## config.mk

```make
export PLATFORM = sky130hd
export DESIGN_NAME = uart_cfg
export DESIGN_NICKNAME = d
export VERILOG_FILES = /design/src/rtl/uart_cfg_pkg.sv /design/src/rtl/fifo.sv /design/src/rtl/uart_cfg_rx.sv /design/src/rtl/uart_cfg.sv
export SDC_FILE = /design/constraint.sdc
export NUM_CORES = 1
export LEC_CHECK = 0
export ABC_CLOCK_PERIOD_IN_PS = 3730
export CAP_MARGIN = 20
export CORE_MARGIN = 10
export CORE_UTILIZATION = 54
export CTS_CLUSTER_SIZE = 30
export DETAILED_ROUTE_END_ITERATION = 10
export HOLD_SLACK_MARGIN = 0.03
export PLACE_DENSITY = 0.77
export SETUP_SLACK_MARGIN = 0.2
export SLEW_MARGIN = 25
export SYNTH_ARGS = -nofsm -noshare
export SYNTH_HDL_FRONTEND = slang
export SYNTH_HIERARCHICAL = 1
export SYNTH_SLANG_ARGS = --single-unit
```

## constraint.sdc

```tcl
create_clock -name clk -period 3.73 [get_ports clk]
set_clock_uncertainty 0.15 [all_clocks]
set_input_delay 0.9325 -clock clk [delete_from_list [all_inputs] [get_ports clk]]
set_output_delay 0.9325 -clock clk [all_outputs]
set_load 0.005 [all_outputs]
```

## src/rtl/uart_cfg_pkg.sv

```systemverilog
// Shared definitions for the run-time configurable UART: FSM state encoding,
// parity helper and the legacy 250 kbaud divisor.
package uart_cfg_pkg;

    typedef enum logic [2:0] {
        ST_IDLE   = 3'd0,
        ST_START  = 3'd1,
        ST_DATA   = 3'd2,
        ST_PARITY = 3'd3,
        ST_STOP   = 3'd4
    } uart_state_e;

    localparam logic [15:0] DIV_250K = 16'd3;

    // Callers zero-extend narrower frames, so unused high bits do not disturb the XOR.
    function automatic logic par(input logic [7:0] data, input logic odd);
        return (^data) ^ odd;
    endfunction

endpackage

```

## src/rtl/fifo.sv

```systemverilog
// First-word-fall-through FIFO with 2**W entries of B bits; rd on empty and
// wr on full are ignored, but rd+wr on full performs both.
module fifo #(
    parameter int B = 8,
    parameter int W = 2
) (
    input  logic         clk,
    input  logic         reset,
    input  logic         rd,
    input  logic         wr,
    input  logic [B-1:0] w_data,
    output logic         empty,
    output logic         full,
    output logic [B-1:0] r_data
);

    logic [B-1:0] mem_r [2**W];
    logic [W:0]   wptr_r;
    logic [W:0]   rptr_r;
    logic         wr_en_s;
    logic         rd_en_s;

    assign empty  = (wptr_r == rptr_r);
    assign full   = (wptr_r[W] != rptr_r[W]) && (wptr_r[W-1:0] == rptr_r[W-1:0]);
    assign r_data = mem_r[rptr_r[W-1:0]];

    // Write enable honours a same-cycle read so a full FIFO can stream.
    always_comb begin
        rd_en_s = rd & ~empty;
        wr_en_s = wr & (~full | rd);
    end

    // Storage array; contents are qualified by the pointers, so no reset.
    always_ff @(posedge clk) begin
        if (wr_en_s) begin
            mem_r[wptr_r[W-1:0]] <= w_data;
        end
    end

    // Pointer update with one wrap bit to tell full from empty.
    always_ff @(posedge clk) begin
        if (reset) begin
            wptr_r <= '0;
            rptr_r <= '0;
        end else begin
            if (wr_en_s) begin
                wptr_r <= wptr_r + {{W{1'b0}}, 1'b1};
            end
            if (rd_en_s) begin
                rptr_r <= rptr_r + {{W{1'b0}}, 1'b1};
            end
        end
    end

endmodule

```

## src/rtl/uart_cfg_rx.sv

```systemverilog
// UART receiver: oversampled start detection with glitch rejection, LSB-first
// data, optional parity check and first-stop-bit framing check.
module uart_cfg_rx
    import uart_cfg_pkg::*;
#(
    parameter int DBIT    = 8,
    parameter int SB_TICK = 16
) (
    input  logic            clk,
    input  logic            reset,
    input  logic            tick,
    input  logic            rx,
    input  logic            par_en,
    input  logic            par_odd,
    output logic            done,
    output logic [DBIT-1:0] dout,
    output logic            perr,
    output logic            ferr
);

    localparam int S_W = $clog2(SB_TICK);
    localparam int N_W = $clog2(DBIT);
    localparam logic [S_W-1:0] S_MID  = S_W'(SB_TICK / 2 - 1);
    localparam logic [S_W-1:0] S_END  = S_W'(SB_TICK - 1);
    localparam logic [N_W-1:0] N_LAST = N_W'(DBIT - 1);

    uart_state_e    state_r;
    logic [S_W-1:0] s_r;
    logic [N_W-1:0] n_r;
    logic           par_en_r;
    logic           par_odd_r;

    // Receive FSM; the stop state ends at the first stop-bit midpoint so the
    // next start edge is caught even with two stop bits on the line.
    always_ff @(posedge clk) begin
        if (reset) begin
            state_r   <= ST_IDLE;
            s_r       <= '0;
            n_r       <= '0;
            par_en_r  <= 1'b0;
            par_odd_r <= 1'b0;
            dout      <= '0;
            perr      <= 1'b0;
            ferr      <= 1'b0;
            done      <= 1'b0;
        end else begin
            done <= 1'b0;
            case (state_r)
                ST_IDLE: begin
                    if (!rx) begin
                        state_r   <= ST_START;
                        s_r       <= '0;
                        par_en_r  <= par_en;
                        par_odd_r <= par_odd;
                        perr      <= 1'b0;
                        ferr      <= 1'b0;
                    end
                end
                ST_START: begin
                    if (tick) begin
                        if (s_r == S_MID) begin
                            s_r <= '0;
                            n_r <= '0;
                            state_r <= rx ? ST_IDLE : ST_DATA;
                        end else begin
                            s_r <= s_r + S_W'(1'b1);
                        end
                    end
                end
                ST_DATA: begin
                    if (tick) begin
                        if (s_r == S_END) begin
                            s_r  <= '0;
                            dout <= {rx, dout[DBIT-1:1]};
                            if (n_r == N_LAST) begin
                                state_r <= par_en_r ? ST_PARITY : ST_STOP;
                            end else begin
                                n_r <= n_r + N_W'(1'b1);
                            end
                        end else begin
                            s_r <= s_r + S_W'(1'b1);
                        end
                    end
                end
                ST_PARITY: begin
                    if (tick) begin
                        if (s_r == S_END) begin
                            s_r     <= '0;
                            perr    <= rx ^ par(8'(dout), par_odd_r);
                            state_r <= ST_STOP;
                        end else begin
                            s_r <= s_r + S_W'(1'b1);
                        end
                    end
                end
                ST_STOP: begin
                    if (tick) begin
                        if (s_r == S_END) begin
                            s_r     <= '0;
                            ferr    <= ~rx;
                            done    <= 1'b1;
                            state_r <= ST_IDLE;
                        end else begin
                            s_r <= s_r + S_W'(1'b1);
                        end
                    end
                end
                default: begin
                    state_r <= ST_IDLE;
                end
            endcase
        end
    end

endmodule

```

## src/rtl/uart_cfg.sv

```systemverilog
// Full-duplex UART with run-time baud divisor, parity mode and stop-bit count,
// FIFO-buffered on both directions with per-byte RX error flags.
module uart_cfg
    import uart_cfg_pkg::*;
#(
    parameter int DBIT    = 8,
    parameter int FIFO_W  = 2,
    parameter int DIV_W   = 16,
    parameter int SB_TICK = 16
) (
    input  logic             clk,
    input  logic             reset,
    input  logic [DIV_W-1:0] div,
    input  logic             par_en,
    input  logic             par_odd,
    input  logic             two_stop,
    input  logic             wr_uart,
    input  logic [7:0]       w_data,
    input  logic             rd_uart,
    input  logic             clr_err,
    input  logic             rx,
    output logic             tx,
    output logic             tx_full,
    output logic             rx_empty,
    output logic [7:0]       r_data,
    output logic             r_ferr,
    output logic             r_perr,
    output logic             overrun
);

    localparam int TS_W = $clog2(2 * SB_TICK);
    localparam int N_W  = $clog2(DBIT);
    localparam logic [TS_W-1:0] TS_END1 = TS_W'(SB_TICK - 1);
    localparam logic [TS_W-1:0] TS_END2 = TS_W'(2 * SB_TICK - 1);
    localparam logic [N_W-1:0]  N_LAST  = N_W'(DBIT - 1);

    logic [DIV_W-1:0] cnt_r;
    logic             tick_s;

    uart_state_e      tx_state_r;
    logic [TS_W-1:0]  tx_s_r;
    logic [N_W-1:0]   tx_n_r;
    logic [DBIT-1:0]  tx_b_r;
    logic             tx_pbit_r;
    logic             tx_par_en_r;
    logic             tx_two_stop_r;
    logic             tx_r;
    logic             tx_empty_s;
    logic             tx_stop_end_s;
    logic             tx_load_s;
    logic [DBIT-1:0]  tx_head_s;

    logic             rx_done_s;
    logic [DBIT-1:0]  rx_dout_s;
    logic             rx_perr_s;
    logic             rx_ferr_s;
    logic             rx_full_s;
    logic [DBIT+1:0]  rx_head_s;
    logic             overrun_r;

    assign tick_s  = (cnt_r == div);
    assign tx      = tx_r;
    assign overrun = overrun_r;
    assign r_ferr  = rx_head_s[DBIT];
    assign r_perr  = rx_head_s[DBIT+1];

    // Baud counter; the >= compare recovers at once when div shrinks below the count.
    always_ff @(posedge clk) begin
        if (reset) begin
            cnt_r <= '0;
        end else if (cnt_r >= div) begin
            cnt_r <= '0;
        end else begin
            cnt_r <= cnt_r + DIV_W'(1'b1);
        end
    end

    // A new byte is taken from idle or directly at the end of the stop period.
    always_comb begin
        tx_stop_end_s = 1'b0;
        if ((tx_state_r == ST_STOP) && tick_s) begin
            tx_stop_end_s = (tx_s_r == (tx_two_stop_r ? TS_END2 : TS_END1));
        end else begin
            tx_stop_end_s = 1'b0;
        end
        tx_load_s = ~tx_empty_s & ((tx_state_r == ST_IDLE) | tx_stop_end_s);
    end

    // Zero-extended FWFT view of the RX head.
    always_comb begin
        r_data = 8'd0;
        r_data[DBIT-1:0] = rx_head_s[DBIT-1:0];
    end

    fifo #(.B(DBIT), .W(FIFO_W)) u_tx_fifo (
        .clk    (clk),
        .reset  (reset),
        .rd     (tx_load_s),
        .wr     (wr_uart),
        .w_data (w_data[DBIT-1:0]),
        .empty  (tx_empty_s),
        .full   (tx_full),
        .r_data (tx_head_s)
    );

    // Transmit FSM; configuration and parity bit are captured with the byte.
    always_ff @(posedge clk) begin
        if (reset) begin
            tx_state_r    <= ST_IDLE;
            tx_s_r        <= '0;
            tx_n_r        <= '0;
            tx_b_r        <= '0;
            tx_pbit_r     <= 1'b0;
            tx_par_en_r   <= 1'b0;
            tx_two_stop_r <= 1'b0;
            tx_r          <= 1'b1;
        end else if (tx_load_s) begin
            tx_state_r    <= ST_START;
            tx_s_r        <= '0;
            tx_b_r        <= tx_head_s;
            tx_pbit_r     <= par(8'(tx_head_s), par_odd);
            tx_par_en_r   <= par_en;
            tx_two_stop_r <= two_stop;
            tx_r          <= 1'b0;
        end else if (tick_s) begin
            case (tx_state_r)
                ST_IDLE: begin
                    tx_r <= 1'b1;
                end
                ST_START: begin
                    if (tx_s_r == TS_END1) begin
                        tx_s_r     <= '0;
                        tx_n_r     <= '0;
                        tx_state_r <= ST_DATA;
                        tx_r       <= tx_b_r[0];
                    end else begin
                        tx_s_r <= tx_s_r + TS_W'(1'b1);
                    end
                end
                ST_DATA: begin
                    if (tx_s_r == TS_END1) begin
                        tx_s_r <= '0;
                        tx_b_r <= {1'b0, tx_b_r[DBIT-1:1]};
                        if (tx_n_r == N_LAST) begin
                            tx_state_r <= tx_par_en_r ? ST_PARITY : ST_STOP;
                            tx_r       <= tx_par_en_r ? tx_pbit_r : 1'b1;
                        end else begin
                            tx_n_r <= tx_n_r + N_W'(1'b1);
                            tx_r   <= tx_b_r[1];
                        end
                    end else begin
                        tx_s_r <= tx_s_r + TS_W'(1'b1);
                    end
                end
                ST_PARITY: begin
                    if (tx_s_r == TS_END1) begin
                        tx_s_r     <= '0;
                        tx_state_r <= ST_STOP;
                        tx_r       <= 1'b1;
                    end else begin
                        tx_s_r <= tx_s_r + TS_W'(1'b1);
                    end
                end
                ST_STOP: begin
                    if (tx_stop_end_s) begin
                        tx_s_r     <= '0;
                        tx_state_r <= ST_IDLE;
                    end else begin
                        tx_s_r <= tx_s_r + TS_W'(1'b1);
                    end
                end
                default: begin
                    tx_state_r <= ST_IDLE;
                    tx_r       <= 1'b1;
                end
            endcase
        end
    end

    uart_cfg_rx #(.DBIT(DBIT), .SB_TICK(SB_TICK)) u_rx (
        .clk     (clk),
        .reset   (reset),
        .tick    (tick_s),
        .rx      (rx),
        .par_en  (par_en),
        .par_odd (par_odd),
        .done    (rx_done_s),
        .dout    (rx_dout_s),
        .perr    (rx_perr_s),
        .ferr    (rx_ferr_s)
    );

    fifo #(.B(DBIT + 2), .W(FIFO_W)) u_rx_fifo (
        .clk    (clk),
        .reset  (reset),
        .rd     (rd_uart),
        .wr     (rx_done_s),
        .w_data ({rx_perr_s, rx_ferr_s, rx_dout_s}),
        .empty  (rx_empty),
        .full   (rx_full_s),
        .r_data (rx_head_s)
    );

    // Sticky overrun; a new drop wins over a same-cycle clear.
    always_ff @(posedge clk) begin
        if (reset) begin
            overrun_r <= 1'b0;
        end else if (rx_done_s && rx_full_s && !rd_uart) begin
            overrun_r <= 1'b1;
        end else if (clr_err) begin
            overrun_r <= 1'b0;
        end else begin
            overrun_r <= overrun_r;
        end
    end

endmodule

```

* Word level (Yosys, flattened, before mapping)
Memory sizes are Yosys's and may differ from the RTL's. A register that Yosys moved wholly into a read port is not among the register bits.
Cells that the tools add are included.
Widths: inputs -> output; s select.
** Storage, ports and cells
- Register bits :: 75
- RAM bits :: 72
- Bits of input ports :: 33
- Memories :: 2
** Cells by class
- Add/sub/neg operators :: 9
- Magnitude comparators :: 1
- Equality and inequality tests :: 46
- Muxes and demuxes :: 73
- Bitwise operators :: 20
- Reduce and logical (&&, ||, !) cells :: 38
** Memories
- u_rx_fifo.mem_r :: words 4, bits a word 10, read ports 1, clocked after Yosys merged registers in 1, write ports 1, line fifo.sv:17 : logic [B-1:0] mem_r [2**W];
- u_tx_fifo.mem_r :: words 4, bits a word 8, read ports 1, clocked after Yosys merged registers in 1, write ports 1, line fifo.sv:17
** Operators with widths (number)
- $mux 3 :: 25
- $mux 8 :: 4
- $pmux 3 s5 :: 2
- $ne 2x2->1 const B :: 12
- $mux 1 :: 22
- $mux 4 :: 5
- $add 3x1->3 const B :: 6
- $reduce_bool 2->1 :: 9
- $add 16x1->16 const B :: 1
- $eq 16x16->1 :: 1
- $ge 16x16->1 :: 1
- $ne 2x1->1 const B :: 8
- $reduce_xor 8->1 :: 2
- $mux 5 :: 3
- $ne 3x2->1 const B :: 5
- $reduce_and 7->1 :: 2
- $eq 3x2->1 const B :: 4
- $eq 3x3->1 const B :: 4
- $pmux 3 s2 :: 2
- $pmux 4 s3 :: 1
- $reduce_and 4->1 :: 3
- $reduce_and 6->1 :: 2
- $mux 2 :: 5
- $pmux 5 s2 :: 1
- other kinds (26) :: 57

* Logic depth before layout (Yosys ltp)
- Depth in word-level cells :: 9
- Mapped depth :: 12
- Mapped depth without buffers :: 10

* Cells and area by module
The synthesis kept the hierarchy.
** By module, submodules not included
- uart_cfg :: times used 1, cells an instance 306, area each 2581.2 um^2, sequential area each 800.8 um^2
- fifo at u_rx_fifo :: times used 1, cells an instance 107, area each 1984.4 um^2, sequential area each 1361.3 um^2
- fifo at u_tx_fifo :: times used 1, cells an instance 97, area each 1699.1 um^2, sequential area each 1121.1 um^2
- uart_cfg_rx :: times used 1, cells an instance 136, area each 1275.0 um^2, sequential area each 460.4 um^2

* Worst setup path before layout
OpenSTA, ideal clock, no wires.
- Kind :: input to register
- Start point :: in div[14]
- End point :: mem u_tx_fifo.mem_r[4][0] (netlist: u_tx_fifo/mem_r[2][0]) (enable)
- Library setup time :: 0.332 ns
- Arrival :: 3.157 ns
- Path slack :: 0.091 ns
- Stages on the path :: 11
- Buffers on the path :: 1
- Cells stage by stage :: inv_1 ha_1 nand4_2 or4_4 buf_6 o21ai_2 nand2_2 clkinv_2 inv_1 a41oi_2 and2_1
** On the way
- Word-level cells in the longest chain between the ends :: 9
** RTL lines
- start: declaration :: line uart_cfg.sv:13 : input logic [DIV_W-1:0] div,
- $eq 16x16->1 :: line uart_cfg.sv:61 : assign tick_s = (cnt_r == div);
- $logic_and 1x1->1 :: line uart_cfg.sv:81 : if ((tx_state_r == ST_STOP) && tick_s) begin
- $mux 1 :: line uart_cfg.sv:81
- $or 1x1->1 :: line uart_cfg.sv:86 : tx_load_s = ~tx_empty_s & ((tx_state_r == ST_IDLE) | tx_stop_end_s);
- $and 1x1->1 :: line uart_cfg.sv:86
- named net tx_load_s :: line uart_cfg.sv:50 : logic tx_load_s;
- $or 1x1->1 :: line fifo.sv:30 : wr_en_s = wr & (~full | rd);
- $and 1x1->1 :: line fifo.sv:30
- $mux 1 :: line fifo.sv:35 : if (wr_en_s) begin
- $mux 1 (implied by the code) :: line fifo.sv:36 : mem_r[wptr_r[W-1:0]] <= w_data;
- end: declaration :: line fifo.sv:17
The timed path passes the listed nets, and every way through them passes these cells.

* Worst setup path after layout
- Start point :: in div[9]
- End point :: reg u_rx.ferr
** On the way
- Word-level cells in the longest chain between the ends :: 3
** RTL lines
- $eq 16x16->1 :: line uart_cfg.sv:61
- named net tick_s :: line uart_cfg.sv:38 : logic tick_s;
- $ne 2x2->1 (no source line)
- $reduce_and 4->1 (no source line)
- end signal: assignment :: line uart_cfg_rx.sv:100 : ferr <= ~rx;
- end: declaration :: line uart_cfg_rx.sv:18 : output logic ferr
The timed path passes the listed nets, and every way through them passes these cells.
A chain may end at the register's enable or synchronous reset.

==> flow_summary.json <==
{
  "drv_slew": 0,
  "cts_buffers": 17,
  "fin_area_mm2": 0.00877,
  "drt_iter0_markers": 262,
  "synth_area_mm2": 0.00754,
  "hp-start": "tx_n_r[0]",
  "clkLatencyLatePin_ns": 0.42,
  "slowest_stage": "or4_4",
  "viasPerCell": 5.64,
  "min_period_ns": 3.41,
  "hold_class": "reg2reg",
  "postCtsSetupBuffers": 0,
  "r2r-end": "u_rx/ferr",
  "fillers": 1056,
  "portBuffers": 46,
  "wire_per_inst_um": 16.0,
  "setup.worst_path.start_class": "primary input",
  "maxCapViolations": 0,
  "gr-usage-all-layers_pct": 14.9,
  "nNetsFinal": 773,
  "grt_pass1_wl_mm": 24.3,
  "cts_sinks": 151,
  "yosys_warnings": 6,
  "r2r_start": "cnt_r[0]",
  "first_global_vias": 5093,
  "drtAntennaViolNets": 0,
  "crit_path_cell_trace": "clkdlybuf4s50_1, inv_1, ha_1, nand4_2, or4_4, buf_4, inv_6, and4_2, buf_4, a21oi_1, a2111oi_0",
  "holdPathEnd": "tx_n_r[0]",
  "rrSetupSlack_ns": 0.97,
  "ioPinCount": 47,
  "synthCells": 646,
  "hold_path_depth": 2,
  "ys_async_sr_fraction_pct": 0,
  "worstPathMaxFanout": 8,
  "cts-root-buf": "clkbuf_16",
  "synth_top_flop_cell": "dfxtp_1",
  "holdWs_ns": 0.328,
  "core.rowCount": 43,
  "end_kind": "register",
  "critPathLaunch": "div[9]",
  "fin_util_pct": 63.7,
  "worstPathRequired_ns": 3.87,
  "start_util_pct": 54.7,
  "cts_tree": "done",
  "cts_buffer_depth": 2,
  "period_share_pct": 91.5,
  "antenna_found_initial": 0,
  "place.gp.congestion": 0.818,
  "die_x_um": 138,
  "cp_slowest_stage_delay_ns": 0.56,
  "setup_slack_ns": 0.317,
  "remaining_drc_errors": 0,
  "diodes": 0,
  "routed_wl_mm": 14.4,
  "hold_violations": 0,
  "relSlewSlack_pct": 43.5,
  "reg2reg_depth": 10,
  "first_pass_iters": 4,
  "htreeDepth": 4,
  "drive_above_1_share_pct": 16.0,
  "status": "finished clean",
  "place_area_mm2": 0.00823,
  "cp_common_cell": "buf_4",
  "area.growth.synth_to_final_pct": 16.4,
  "p_leak_nw": 3.29,
  "rsz0062_at_grt": "false",
  "cts.reportedPaths.clkPinSlew_ns": 0.06,
  "p_total_mw": 4.49,
  "grt_max_degree": 36,
  "multiInputGateArea_mm2": 0.00349,
  "place_ws_ns": -0.126,
  "synth_seq_area_share_pct": 49.7,
  "setup.worst_path.class": "in2reg",
  "synth_edf_count": 72,
  "worst_pin_slew_ns": 0.842,
  "placeableCoreArea_mm2": 0.0138,
  "setup_viol": 0,
  "grt_overflow": 0,
  "vias": 5064,
  "die_h_um": 138,
  "layout.area.seq_mm2": 0.00374,
  "timing.fmax_mhz": 293,
  "ir_drop_v": 0.000396,
  "synth_nets": 714,
  "p_per_area_mw_per_mm2": 512,
  "ys_ff_latch": 151,
  "layout_commonest_cell": "dfxtp_1",
  "critPathArrivalTime_ns": 3.55,
  "final_cell_mix": "dfxtp_1, edfxtp_1, clkdlybuf4s50_1, nor2_1, nand2_1",
  "avgSynthCellArea_um2": 11.7,
  "ys_types": 85,
  "cts_hold_buf": 0,
  "dp_hpwl_mm": 10.5,
  "dieArea_mm2": 0.0191
}
[metrics by stage]
stage	TNS [ns]	instances
global placement	-0.695	866
detailed placement	-4.27	866
global route	0	898
floorplan	0	646
finish	0	898
CTS	0	898
[final cells by class]
type,instances,area share (%)
multi-input cells,431,39.8
flip-flops and latches,151,42.7
clock inverters,15,1.21
inverters,36,1.65
repair buffers,68,7.22
clock buffers,17,4.85
well taps,180,2.57
[worst max-delay path by stage]
stage	endpoint	slack [ns]	cells after the start
6_report	u_rx/ferr	0.32	11
3_5_place_dp	u_tx_fifo/rptr_r[0]	-0.13	12
5_1_grt	u_rx/s_r[3]	0.20	12
2_1_floorplan	u_tx_fifo/mem_r[1][0]	0.20	11
3_3_place_gp	u_tx_fifo/wptr_r[0]	-0.04	12
4_1_cts	u_rx/ferr	0.31	11
[where the power goes]
group | internal (mW) | total [mW] | switching [mW]
Combinational | 0.480 | 0.982 | 0.502
Sequential | 1.85 | 1.99 | 0.146
Clock | 0.849 | 1.52 | 0.668
[timing repair]
item / in CTS / in global routing
gates resized for setup: 0 / 2
endpoints found under the setup margin: 0 / 4
endpoints found under the hold margin: 0 / 0
[Yosys cell counts (3+ instances only)]
library cell,count,area [um2]
xnor2_2,4,65.1
clkbuf_1,11,41.3
mux2_1,6,67.6
nor2_1,44,165
nor3_1,27,135
xnor2_1,25,219
o21ai_1,6,30.0
a41oi_2,4,65.1
nand2_1,40,150
buf_6,3,33.8
inv_1,33,124
nand4_1,9,56.3
and2_1,9,56.3
nand4bb_1,3,33.8
buf_2,3,15.0
edfxtp_1,72,2160
xor2_1,12,105
mux4_2,18,405
nand3_1,19,95.1
a311oi_1,7,61.3
o21ai_0,11,55.1
ha_1,35,438
a21o_1,7,52.6
buf_4,5,37.5
o211ai_1,3,22.5
a21oi_1,22,110
a31oi_1,5,31.3
or4_1,3,22.5
nand3b_1,6,45.0
nand2b_1,13,81.3
or3_1,3,18.8
mux2i_1,17,170
and3_1,5,31.3
nor2b_1,10,62.6
dfxtp_1,79,1580
clkbuf_8,4,55.1
[critical path, delay by kind of cell]
family	cells	cell delay, ns
compound gates	2	0.44
buf+inv	5	0.90
simple gates	3	0.96
fa+ha+maj	1	0.31
[flip-flops by register name (all words and copies together) (netlist names), 4 cells and up, named ones only]
signal           cells
cnt_r               16
tx_b_r               8
tx_s_r               5
u_rx/dout            8
u_rx/s_r             4
u_rx_fifo/mem_r     40
u_tx_fifo/mem_r     32
[cells by family (layout without fill, tap and decap cells)]
kind of cell	Yosys count	in the layout	synth area share, %
muxes	44	44	9.08
AOI/OAI and AO/OA	95	95	9.66
and+or+nand+nor	213	213	15.5
buffers and inverters	64	136	4.40
DFF	151	151	49.7
xor gates and xnor gates	44	44	5.89
adders and majority gates	35	35	5.81
[routing by layer]
metal  vias to the layer above  track usage [%]  wire, um
met5                         -                0         0
met4                         0             5.38       179
met3                        19             3.80       559
met2                       106             25.9      7340
met1                      2453             17.5      6280
li1                       2486                -         -
(Power assumes the default switching activity.)
